**src/rtl/ay_input_conditioner_if.sv**
```systemverilog
// Pin bundle between the board's raw switches/buttons and the game chip.
// The master side owns the raw inputs, the slave side (conditioner) owns the outputs.
interface ay_input_conditioner_if;
    logic [3:0] sw_n;
    logic [5:0] game_btn_n;
    logic       reset_btn_n;
    logic [3:0] sw_db_n;
    logic [5:0] game_n;
    logic       chip_reset_n;

    modport master (
        output sw_n, game_btn_n, reset_btn_n,
        input  sw_db_n, game_n, chip_reset_n
    );

    modport slave (
        input  sw_n, game_btn_n, reset_btn_n,
        output sw_db_n, game_n, chip_reset_n
    );
endinterface

```
**src/rtl/ay_input_conditioner.sv**
```systemverilog
// Synchronizes and debounces the AY game-chip switches/buttons, selects the game and
// generates the chip reset pulse. Define GAME_LATCH_EN for latched push-button game select.
module ay_input_conditioner #(
    parameter int DEBOUNCE_CYCLES    = 160000,
    parameter int RESET_PULSE_CYCLES = 1600
) (
    input logic                  CLK,
    input logic                  reset_n,
    ay_input_conditioner_if.slave io
);
    localparam int NIN = 11;
    localparam int CW  = $clog2(DEBOUNCE_CYCLES) + 1;
    localparam int PW  = $clog2(RESET_PULSE_CYCLES + 1);

    localparam logic [CW-1:0] CNT_LAST    = CW'(DEBOUNCE_CYCLES - 1);
    localparam logic [CW-1:0] CNT_MAX     = '1;
    localparam logic [PW-1:0] PULSE_LOAD  = PW'(RESET_PULSE_CYCLES);
    localparam logic [5:0]    GAME_TENNIS = 6'b110111;

    // Input bit map: [3:0] switches, [9:4] game buttons, [10] reset button.
    logic [NIN-1:0]         raw;
    logic [NIN-1:0]         sync1_q, sync2_q;
    logic [NIN-1:0]         db_q, db_d;
    logic [NIN-1:0][CW-1:0] cnt_q, cnt_d;
    logic [5:0]             game_n_q, game_n_d;
    logic [PW-1:0]          pulse_q, pulse_d;
    logic                   chip_reset_n_q, chip_reset_n_d;
    logic                   rbtn_rise;

`ifdef GAME_LATCH_EN
    logic [5:0] game_prev_q;
    logic [5:0] game_fall;
    logic [2:0] sel;
    logic       sel_valid;
`endif

    assign raw = {io.reset_btn_n, io.game_btn_n, io.sw_n};

    // NOTE: every always_comb output gets a default first so no path can infer a latch.
    always_comb begin
        db_d  = db_q;
        cnt_d = '0;
        for (int i = 0; i < NIN; i++) begin
            if (sync2_q[i] != db_q[i]) begin
                if (cnt_q[i] == CNT_LAST) begin
                    db_d[i] = sync2_q[i];
                end else if (cnt_q[i] != CNT_MAX) begin
                    cnt_d[i] = cnt_q[i] + 1'b1;
                end else begin
                    cnt_d[i] = cnt_q[i];
                end
            end
        end
    end

    // Rising edge taken on the update itself so the pulse starts as the button releases.
    assign rbtn_rise = ~db_q[10] & db_d[10];

`ifdef GAME_LATCH_EN
    assign game_fall = game_prev_q & ~db_q[9:4];
`endif

    always_comb begin
        game_n_d = game_n_q;
        pulse_d  = pulse_q;
        if (pulse_q != '0) begin
            pulse_d = pulse_q - 1'b1;
        end
`ifdef GAME_LATCH_EN
        sel       = '0;
        sel_valid = 1'b0;
        // Descending scan so the lowest pressed index is the one left in sel.
        for (int i = 5; i >= 0; i--) begin
            if (game_fall[i]) begin
                sel       = 3'(i);
                sel_valid = 1'b1;
            end
        end
        if (sel_valid && game_n_q[sel]) begin
            game_n_d = ~(6'b000001 << sel);
            pulse_d  = PULSE_LOAD;
        end
`else
        game_n_d = db_q[9:4];
`endif
        if (rbtn_rise) begin
            pulse_d = PULSE_LOAD;
        end
        chip_reset_n_d = (pulse_d == '0) && db_d[10];
    end

    // NOTE: sequential state uses non-blocking assignments so all flops update together.
    always_ff @(posedge CLK or negedge reset_n) begin
        if (!reset_n) begin
            sync1_q        <= '1;
            sync2_q        <= '1;
            db_q           <= '1;
            cnt_q          <= '0;
            game_n_q       <= GAME_TENNIS;
            pulse_q        <= PULSE_LOAD;
            chip_reset_n_q <= 1'b0;
`ifdef GAME_LATCH_EN
            game_prev_q    <= '1;
`endif
        end else begin
            sync1_q        <= raw;
            sync2_q        <= sync1_q;
            db_q           <= db_d;
            cnt_q          <= cnt_d;
            game_n_q       <= game_n_d;
            pulse_q        <= pulse_d;
            chip_reset_n_q <= chip_reset_n_d;
`ifdef GAME_LATCH_EN
            game_prev_q    <= db_q[9:4];
`endif
        end
    end

    assign io.sw_db_n      = db_q[3:0];
    assign io.game_n       = game_n_q;
    assign io.chip_reset_n = chip_reset_n_q;
endmodule

```
**src/flat_wrapper.sv**
```systemverilog
// flat-port wrapper written by rule: the top's interface ports become plain ports
module ay_input_conditioner_flat 
#(
    parameter int DEBOUNCE_CYCLES    = 160000,
    parameter int RESET_PULSE_CYCLES = 1600
)
  (CLK, reset_n, io_sw_n, io_game_btn_n, io_reset_btn_n, io_sw_db_n, io_game_n, io_chip_reset_n);
  ay_input_conditioner_if io_i ();
  input logic CLK;
  input logic reset_n;
  input wire logic [$bits(io_i.sw_n)-1:0] io_sw_n;
  input wire logic [$bits(io_i.game_btn_n)-1:0] io_game_btn_n;
  input wire logic [$bits(io_i.reset_btn_n)-1:0] io_reset_btn_n;
  output wire logic [$bits(io_i.sw_db_n)-1:0] io_sw_db_n;
  output wire logic [$bits(io_i.game_n)-1:0] io_game_n;
  output wire logic [$bits(io_i.chip_reset_n)-1:0] io_chip_reset_n;
  assign io_i.sw_n = io_sw_n;
  assign io_i.game_btn_n = io_game_btn_n;
  assign io_i.reset_btn_n = io_reset_btn_n;
  assign io_sw_db_n = io_i.sw_db_n;
  assign io_game_n = io_i.game_n;
  assign io_chip_reset_n = io_i.chip_reset_n;
  ay_input_conditioner #(.DEBOUNCE_CYCLES(DEBOUNCE_CYCLES), .RESET_PULSE_CYCLES(RESET_PULSE_CYCLES)) u_core (.CLK(CLK), .reset_n(reset_n), .io(io_i));
endmodule
```
**config.mk**
```make
export PLATFORM = sky130hd
export DESIGN_NAME = ay_input_conditioner_flat
export DESIGN_NICKNAME = d
export VERILOG_FILES = /design/src/rtl/ay_input_conditioner_if.sv /design/src/rtl/ay_input_conditioner.sv /design/src/flat_wrapper.sv
export SDC_FILE = /design/constraint.sdc
export NUM_CORES = 1
export LEC_CHECK = 0
export ABC_AREA = 1
export CAP_MARGIN = 20
export CORE_ASPECT_RATIO = 0.5
export CORE_MARGIN = 2
export CORE_UTILIZATION = 55
export DETAILED_ROUTE_END_ITERATION = 12
export GPL_TIMING_DRIVEN = 0
export PLACE_DENSITY = 0.71
export SLEW_MARGIN = 20
export SYNTH_ARGS = -nofsm -noshare
export SYNTH_HDL_FRONTEND = slang
export SYNTH_SLANG_ARGS = --single-unit
```
**constraint.sdc**
```tcl
create_clock -name CLK -period 2.5 [get_ports CLK]
set_clock_uncertainty 0.2 [all_clocks]
set_input_delay 0.5 -clock CLK [delete_from_list [all_inputs] [get_ports CLK]]
set_output_delay 0.5 -clock CLK [all_outputs]
set_load 0.02 [all_outputs]
```
# Yosys cells after proc, flatten, opt, wreduce, memory -nomap -nowiden
# Cells that the tools add are included.
# word_totals
register_bits	260
latch_bits	0
ramBits	0
rom_bits	0
out_inout_bits	11
wordCells	135
memories	0
# classes
n_addsub	12
mul	0
div	0
order_cmp	0
n_eq_ne	44
n_shift	0
n_mux	37
bitwise_logic	2
n_reduce_logical	13
# ops
op	n
$mux 19	33
$add 19x1->19 const B	11
$eq 19x18->1 const B	11
$ne 19x19->1 const B	11
$ne 3x3->1 const B	11
$mux 11	2
$reduce_and 2->1	10
$logic_not 11->1	1
$ne 1x1->1	11
$reduce_bool 11->1	1
$sub 11x1->11 const B	1
$mux 1	2
$and 1x1->1	1
$logic_and 1x1->1	1
$not 1->1	1

# Depth between registers and ports, before layout
# Gate-level depths: netlist of the first run.
# logic_depth
ltp_word	7
mapped_depth	13
mapped_depth_nobuf	13

# Worst setup path before layout of the first run
# No wires, ideal clock.
# synth_timing
path_type	reg2reg
from	register u_core.cnt_q[57] in the netlist's numbering
to	register u_core.cnt_q[57] in the netlist's numbering
setup_time_ps	122
arrival_time_ps	1470
path_slack_ps	708
path_stages_with_launch	12
cell_sequence	dfrtp_1 ha_1 nand2_1 inv_1 nand2_1 inv_1 nand2_2 nor2_1 nand3_1 buf_2 nand4_1 o21ai_1
# synth_via
elab_chain_len	4
# synth_lines
element	line_no	rtl
start, declared	ay_input_conditioner.sv:24	logic [NIN-1:0][CW-1:0] cnt_q, cnt_d;
start signal, assigned	ay_input_conditioner.sv:109	cnt_q <= cnt_d;
$add 19x1->19	ay_input_conditioner.sv:48	cnt_d[i] = cnt_q[i] + 1'b1;
$mux 19	ay_input_conditioner.sv:47	end else if (cnt_q[i] != CNT_MAX) begin
$mux 19	ay_input_conditioner.sv:45	if (cnt_q[i] == CNT_LAST) begin
$mux 19	ay_input_conditioner.sv:44	if (sync2_q[i] != db_q[i]) begin
# Several ways; a longest one is shown, not always the timed one. The select of a mux whose other input is x is not followed.
# A chain may end at the register's enable or synchronous reset.

# Final worst setup path of the first run
# layout_timing
from	register u_core.game_n_q[0], in the netlist u_core.io.game_n[0]
to	output io_game_n[0]
# layout_rtl
element	line_no	rtl
start, declared	ay_input_conditioner.sv:25	logic [5:0] game_n_q, game_n_d;
start signal, assigned	ay_input_conditioner.sv:110	game_n_q <= game_n_d;
end, declared	flat_wrapper.sv:15	output wire logic [$bits(io_i.game_n)-1:0] io_game_n;
# No word-level cell between the ends.

==> impl_metrics.py, run 1 <==
metrics = {
    "setup_path": {
        "crit_family": "buffers and inverters",
        "critPathArrivalTime_ns": 1.67,
        "setup.worst_path.end_class": "output port",
        "cp_max_fo": 1,
        "timing.critical_path.slowest_stage_cell": "sky130_fd_sc_hd__clkdlybuf4s50_1",
        "worst-endpoint-required_ns": 1.80,
        "timing.critical_path.cells": "clkdlybuf4s50_1",
        "timing.critical_path.buf_inv": 1,
        "internal_reg_to_reg_setup_slack_ns": 0.23,
        "crit_type": "flip-flop to output port",
        "cp_slowest_stage_delay_ns": 0.60,
        "setup.worst_path.start_class": "flip-flop",
    },
    "power": {
        "switching_share_pct": 21.9,
        "pwr_density_cell_nw_per_um2": 534,
        "power_leakage_nw": 7.76,
        "internal_power_mw": 7.02,
        "combinational_group_share_of_total_power_pct": 3.4,
        "finalPower_mw": 8.98,
        "p_clk_share_pct": 48.2,
        "switchingPower_mw": 1.96,
        "worst_ir_drop_vdd_uv": 416,
        "power.sequential.fraction_pct": 48.4,
    },
    "cts": {
        "clkSinkCount": 260,
        "root_buffer": "sky130_fd_sc_hd__clkbuf_16",
        "postCtsSetupRepairBufs": 0,
        "cts_h_tree_depth": 1,
        "clockBufferDepth": 3,
        "cts_made_buffers": 26,
        "cts_tree": "done",
        "cts.clk_slew.worst_paths_ns": 0.07,
        "clock_insertion_delay_worst_skew_ns": 0.55,
    },
    "status": {
        "outcome": "completed",
    },
    "floorplan": {
        "top_level_ports": 24,
        "floorplan.die.height_um": 121,
        "fp.coreArea_um2": 26700,
        "design.die.area_um2": 28900,
        "die_w_um": 238,
        "fp-row-count": 42,
        "floorplan.initialDensity_pct": 56.6,
    },
    "placed_design": {
        "place_hpwl_um": 23400,
        "final_estimated_routing_congestion_in_global_placement": 0.943,
        "buffer_ports.inserted": 23,
    },
    "yosys": {
        "synth_fp_nets": 2013,
        "synth.cell_area_um2": 15100,
        "netlist-cell-type-count": 56,
        "yosysTopAreaCell": "sky130_fd_sc_hd__dfrtp_1",
        "synth_sequential_area_ratio_pct": 43.4,
        "number_of_synthesized_flops_with_an_enable_pin": 0,
        "postSynthCellCount": 1987,
        "async_flop_share_pct": 100,
        "dominantRegCellSynth": "sky130_fd_sc_hd__dfrtp_1",
        "synth.area.top_cells": "sky130_fd_sc_hd__dfrtp_1 (36%), sky130_fd_sc_hd__nand2_1 (11%), sky130_fd_sc_hd__dfstp_2 (7.1%), sky130_fd_sc_hd__nand3_1 (6.8%), sky130_fd_sc_hd__inv_1 (6.3%)",
        "synth-seq-cells": 260,
        "synth_largest_type_area_fraction_pct": 36.3,
        "synthesis.area_per_instance_um2": 7.61,
        "ys_warn_count": 0,
    },
    "sta": {
        "clock.fmax_mhz": 422,
        "max_slew.worst_pin.slew_ns": 0.862,
        "rsz0062_at_grt": "false",
        "hold_violations": 0,
        "post-route-min-period_ns": 2.37,
        "min_period_over_period_pct": 94.7,
        "report.final.slew_viol_count": 0,
        "relSlewSlack_pct": 42.3,
        "setup_violations": 0,
    },
    "final_layout": {
        "layout.area.seq_um2": 6560,
        "insertedDiodeCount": 0,
        "final_common_cell": "sky130_fd_sc_hd__nand2_1",
        "filler_cell_count": 2353,
        "fin_util_pct": 62.9,
        "areaGrowthSynthToFinish_pct": 11.2,
        "final_nets": 2067,
        "drive_gt1_share_pct": 10.9,
        "layout.cells.most_common_list": "sky130_fd_sc_hd__nand2_1 (436), sky130_fd_sc_hd__inv_1 (252), sky130_fd_sc_hd__nor2_1 (237)",
        "multi_input_area_um2": 7410,
    },
    "detailed_routing": {
        "viasPerCell": 5.48,
        "dr.first_iter.drc_count": 1194,
        "num_vias": 13200,
        "finalWirelength_um": 33200,
        "postRouteAntennaNets": 0,
        "drcViolationCount": 0,
        "drt-pass1-iter-count": 6,
        "drt-wirelength-per-cell_um": 13.7,
    },
    "global_routing": {
        "grt_first_pass_wirelength_um": 57900,
        "globalRoute.totalOverflow": 0,
        "aggregate_global_route_resource_usage_pct": 23.8,
        "antenna_found_initial": 0,
        "grt_pass1_vias": 12000,
        "grt_max_degree": 100,
    },
    "job": {
        "maxCapViolations": 0,
    },
    "hold_path": {
        "worstHoldPathType": "flip-flop to flip-flop",
    },
}
-- synth_stat cells, types with 2 or more instances --
cell	number
sky130_fd_sc_hd__ha_1	13
sky130_fd_sc_hd__dfstp_2	41
sky130_fd_sc_hd__a31oi_1	4
sky130_fd_sc_hd__buf_2	16
sky130_fd_sc_hd__nand3b_1	16
sky130_fd_sc_hd__xor2_1	26
sky130_fd_sc_hd__buf_6	3
sky130_fd_sc_hd__nand2_1	436
sky130_fd_sc_hd__o21ai_2	2
sky130_fd_sc_hd__inv_2	5
sky130_fd_sc_hd__o21bai_1	6
sky130_fd_sc_hd__buf_4	4
sky130_fd_sc_hd__a21oi_1	12
sky130_fd_sc_hd__nor3_1	83
sky130_fd_sc_hd__nand2_2	9
sky130_fd_sc_hd__nand4_2	9
sky130_fd_sc_hd__xor2_2	5
sky130_fd_sc_hd__nand3_4	3
sky130_fd_sc_hd__a22oi_1	3
sky130_fd_sc_hd__nand3_2	5
sky130_fd_sc_hd__dfrtp_1	219
sky130_fd_sc_hd__a31o_2	13
sky130_fd_sc_hd__o31ai_1	23
sky130_fd_sc_hd__nor4_1	23
sky130_fd_sc_hd__mux2_2	2
sky130_fd_sc_hd__nor2_4	5
sky130_fd_sc_hd__nor3_4	5
sky130_fd_sc_hd__nand3_1	204
sky130_fd_sc_hd__inv_1	252
sky130_fd_sc_hd__xnor2_1	10
sky130_fd_sc_hd__nor3_2	15
sky130_fd_sc_hd__nand4_1	84
sky130_fd_sc_hd__and3_1	3
sky130_fd_sc_hd__o21ai_1	20
sky130_fd_sc_hd__nor2_1	237
sky130_fd_sc_hd__nor2_8	2
sky130_fd_sc_hd__clkbuf_1	8
sky130_fd_sc_hd__nor2_2	9
sky130_fd_sc_hd__o21ai_0	117
sky130_fd_sc_hd__or2_2	19
-- per-stage QoR --
step | std cells | hold WS [ns] | setup slack, ns | area [µm²] | TNS [ns]
after floorplan | 1987 | 0.00441 | 0.708 | 15100 | 0
after global placement | 2362 | 0.146 | -10.37 | 15800 | -2547.67
after detailed placement | 2364 | 0.147 | 0.279 | 15800 | 0
after CTS | 2413 | 0.141 | 0.111 | 16800 | 0
after global routing | 2413 | 0.133 | 0.0525 | 16800 | 0
final | 2413 | 0.141 | 0.131 | 16800 | 0
-- kinds of logic (layout without fill, tap and decap cells) --
family / Yosys count / count (layout) / share of synthesized area, %
AO/OA/AOI/OAI: 210 / 210 / 8.15
XOR/XNOR: 41 / 41 / 2.62
adder cells (fa/ha/maj): 13 / 13 / 1.08
flip-flops: 260 / 260 / 43.4
AND/OR/NAND/NOR: 1171 / 1171 / 37.0
multiplexers: 2 / 2 / 0.149
buffers and inverters: 290 / 364 / 7.61
-- per-layer routing --
layer	wire, µm	GRT usage [%]
met1	16700	36.1
met2	14300	36.7
met3	1700	3.48
met4	471	4.18
met5	0	0
-- power by group through the flow --
stage	combinational [mW]	sequential, mW	clock [mW]
6_report	0.303	4.34	4.33
5_1_grt	0.352	4.35	4.60
4_1_cts	0.312	4.34	4.43
3_5_place_dp	0.309	4.42	0
3_3_place_gp	0.291	4.42	0
2_1_floorplan	0.146	4.40	0
-- final timing paths --
kind                                               start                       endpoint  depth (start not counted)
max                        u_core.io.game_n[0]$_DFF_PN1_                   io_game_n[0]                          1
min                          u_core.sync1_q[6]$_DFF_PN1_    u_core.sync2_q[6]$_DFF_PN1_                          0
max reg2reg                 u_core.cnt_q[19]$_DFFE_PN0P_   u_core.cnt_q[32]$_DFFE_PN0P_                          8
min reg2reg                  u_core.sync1_q[6]$_DFF_PN1_    u_core.sync2_q[6]$_DFF_PN1_                          0
max in group asynchronous                        reset_n  u_core.io.game_n[4]$_DFF_PN1_                          3
min in group asynchronous                        reset_n  u_core.cnt_q[141]$_DFFE_PN0P_                          2
-- flip-flops by register name, summed over array words and instances (netlist names) --
register,cells
u_core.pulse_q,11
u_core.io.game_n,6
u_core.sync1_q,11
u_core.cnt_q,209
u_core.sync2_q,11
u_core.io.chip_reset_n,1
u_core.db_q,11
-- cell type report --
cell class,count,area share [%]
Clock buffer,37,4.54
Tap cell,352,2.62
Sequential cell,260,39.0
Buffer,32,1.06
Inverter,258,5.78
Multi-Input combinational cell,1437,44.1
Clock inverter,11,1.14
Timing Repair Buffer,26,1.76
-- what timing repair did --
item | 4_1_cts | 5_1_grt
endpoints found under the setup margin | 4 | 0
endpoints found under the hold margin | 57 | 0
resized for setup | 4 | 0
hold buffers | 1 | 0
Power figures use the tool's default switching activity.
==> run 2: changes to the inputs <==
- PLACE_DENSITY: 0.71 -> 0.79
==> impl_metrics.py, run 2 (synthesis gave the netlist of run 1 again) <==
metrics = {
    "status": {
        "outcome": "completed",
    },
    "setup_path": {
        "setup.worst_path.start_class": "flip-flop",
        "timing.critical_path.buf_inv": 1,
        "crit_type": "flip-flop to output port",
        "worst_r2r_startpoint": "u_core.db_q[7]$_DFFE_PN1P_",
        "setup.worst_path.end_class": "output port",
        "internal_reg_to_reg_setup_slack_ns": 0.21,
        "r2r-end": "u_core.cnt_q[135]$_DFFE_PN0P_",
        "critPathArrivalTime_ns": 1.66,
        "cp_slowest_stage_delay_ns": 0.60,
        "cp_max_fo": 1,
        "timing.critical_path.cells": "clkdlybuf4s50_1",
        "timing.critical_path.slowest_stage_cell": "sky130_fd_sc_hd__clkdlybuf4s50_1",
        "timing.reg2reg.worst_path_depth": 4,
        "crit_family": "buffers and inverters",
        "worst-endpoint-required_ns": 1.80,
    },
    "floorplan": {
        "design.die.area_um2": 28900,
        "die_w_um": 238,
        "fp.coreArea_um2": 26700,
        "floorplan.die.height_um": 121,
        "top_level_ports": 24,
        "floorplan.initialDensity_pct": 56.6,
        "fp-row-count": 42,
    },
    "power": {
        "switchingPower_mw": 1.89,
        "worst_ir_drop_vdd_uv": 422,
        "power.sequential.fraction_pct": 51.2,
        "power_leakage_nw": 7.72,
        "p_clk_share_pct": 45.2,
        "switching_share_pct": 22.3,
        "internal_power_mw": 6.59,
        "pwr_density_cell_nw_per_um2": 509,
        "combinational_group_share_of_total_power_pct": 3.6,
    },
    "global_routing": {
        "grt_max_degree": 100,
        "grt_first_pass_wirelength_um": 57000,
        "antenna_found_initial": 0,
        "globalRoute.totalOverflow": 0,
        "grt_pass1_vias": 12400,
        "aggregate_global_route_resource_usage_pct": 23.4,
    },
    "placed_design": {
        "final_estimated_routing_congestion_in_global_placement": 0.919,
        "buffer_ports.inserted": 23,
        "detailed_place.area_um2": 15800,
        "place_hpwl_um": 23500,
    },
    "final_layout": {
        "drive_gt1_share_pct": 10.7,
        "postLayoutCellArea_um2": 16700,
        "multi_input_area_um2": 7410,
        "filler_cell_count": 2285,
        "largest_register_ff_count": 209,
        "final_nets": 2066,
        "areaGrowthSynthToFinish_pct": 10.3,
        "fin_util_pct": 62.5,
        "regMostFlops": "u_core.cnt_q",
        "insertedDiodeCount": 0,
        "layout.cells.most_common_list": "sky130_fd_sc_hd__nand2_1 (436), sky130_fd_sc_hd__inv_1 (252), sky130_fd_sc_hd__nor2_1 (237)",
        "final_common_cell": "sky130_fd_sc_hd__nand2_1",
        "layout.area.seq_um2": 6560,
    },
    "sta": {
        "hold_violations": 0,
        "clock.fmax_mhz": 425,
        "report.final.slew_viol_count": 0,
        "rsz0062_at_grt": "false",
        "setup_violations": 0,
        "min_period_over_period_pct": 94.2,
        "max_slew.worst_pin.slew_ns": 0.822,
        "relSlewSlack_pct": 45.0,
        "post-route-min-period_ns": 2.36,
    },
    "cts": {
        "cts_tree": "done",
        "cts.clk_slew.worst_paths_ns": 0.07,
        "cts_h_tree_depth": 1,
        "clkSinkCount": 260,
        "clock_insertion_delay_worst_skew_ns": 0.54,
        "cts_made_buffers": 25,
        "postCtsSetupRepairBufs": 0,
        "root_buffer": "sky130_fd_sc_hd__clkbuf_16",
        "clockBufferDepth": 3,
    },
    "detailed_routing": {
        "drt-wirelength-per-cell_um": 13.8,
        "finalWirelength_um": 33300,
        "drt-pass1-iter-count": 5,
        "postRouteAntennaNets": 0,
        "num_vias": 13400,
        "drcViolationCount": 0,
        "dr.first_iter.drc_count": 1217,
        "viasPerCell": 5.56,
    },
    "job": {
        "maxCapViolations": 0,
    },
    "hold_path": {
        "worstHoldEndpoint": "u_core.sync2_q[8]$_DFF_PN1_",
        "min_delay_path_depth": 0,
        "worstHoldPathType": "flip-flop to flip-flop",
        "holdCritStartpoint": "u_core.sync1_q[8]$_DFF_PN1_",
    },
}
[run 2: worst register-to-register path, delay by kind of cell (launching register included)]
kind                   cells  cell delay [ns]
AO/OA/AOI/OAI              1             0.08
buffers and inverters      1             0.31
AND/OR/NAND/NOR            1             0.40
flip-flops                 1             0.55
XOR/XNOR                   1             0.66
[run 2: area by class of cell]
cell class	count	area share [%]
buffer	32	1.07
clock buffer	36	4.36
clock inverter	8	0.585
inverter	258	5.82
multi-input combinational	1437	44.4
sequential	260	39.3
tap	352	2.64
timing repair buffer	26	1.79
[run 2: power by group through the flow]
stage | logic, mW | clock network [mW] | registers (mW)
final | 0.303 | 3.84 | 4.34
after global routing | 0.353 | 4.12 | 4.35
after CTS | 0.311 | 3.94 | 4.34
after detailed placement | 0.308 | 0 | 4.42
after global placement | 0.290 | 0 | 4.42
after floorplan | 0.146 | 0 | 4.40
[run 2: worst max-delay path by stage]
stage,depth (start not counted),to,slack (ns),from
4_1_cts,2,io_sw_db_n[2],0.02,u_core.db_q[2]$_DFFE_PN1P_
6_report,1,io_game_n[1],0.14,u_core.io.game_n[1]$_DFF_PN1_
2_1_floorplan,11,u_core.cnt_q[57]$_DFFE_PN0P_,0.71,u_core.cnt_q[57]$_DFFE_PN0P_
3_3_place_gp,1,u_core.cnt_q[53]$_DFFE_PN0P_,-10.29,reset_n
3_5_place_dp,4,u_core.cnt_q[135]$_DFFE_PN0P_,0.24,u_core.db_q[7]$_DFFE_PN1P_
5_1_grt,1,io_game_n[0],0.09,u_core.io.game_n[0]$_DFF_PN1_
[run 2: per-stage QoR]
step | cells | TNS, ns | total power, mW | setup slack, ns | hold WS [ns]
4_1_cts | 2409 | 0 | 8.59 | 0.0175 | 0.146
2_1_floorplan | 1987 | 0 | 4.55 | 0.708 | 0.00441
6_report | 2409 | 0 | 8.48 | 0.145 | 0.156
3_5_place_dp | 2364 | 0 | 4.73 | 0.240 | 0.147
5_1_grt | 2409 | 0 | 8.83 | 0.0869 | 0.155
3_3_place_gp | 2362 | -2530.20 | 4.71 | -10.29 | 0.146
[run 2: timing repair]
item                                   CTS  global route
setup endpoints to repair                3             1
hold buffers                             1             0
endpoints found under the hold margin   60             0
resized for setup                        3             1
[run 2: routing by layer]
metal | vias to the layer above | part of all wire, % | global-route usage, %
met5 | - | 0 | 0
met4 | 0 | 1.6 | 5.23
met3 | 50 | 5.3 | 3.37
met2 | 383 | 45 | 38.4
met1 | 6222 | 48 | 33.4
li1 | 6749 | - | -
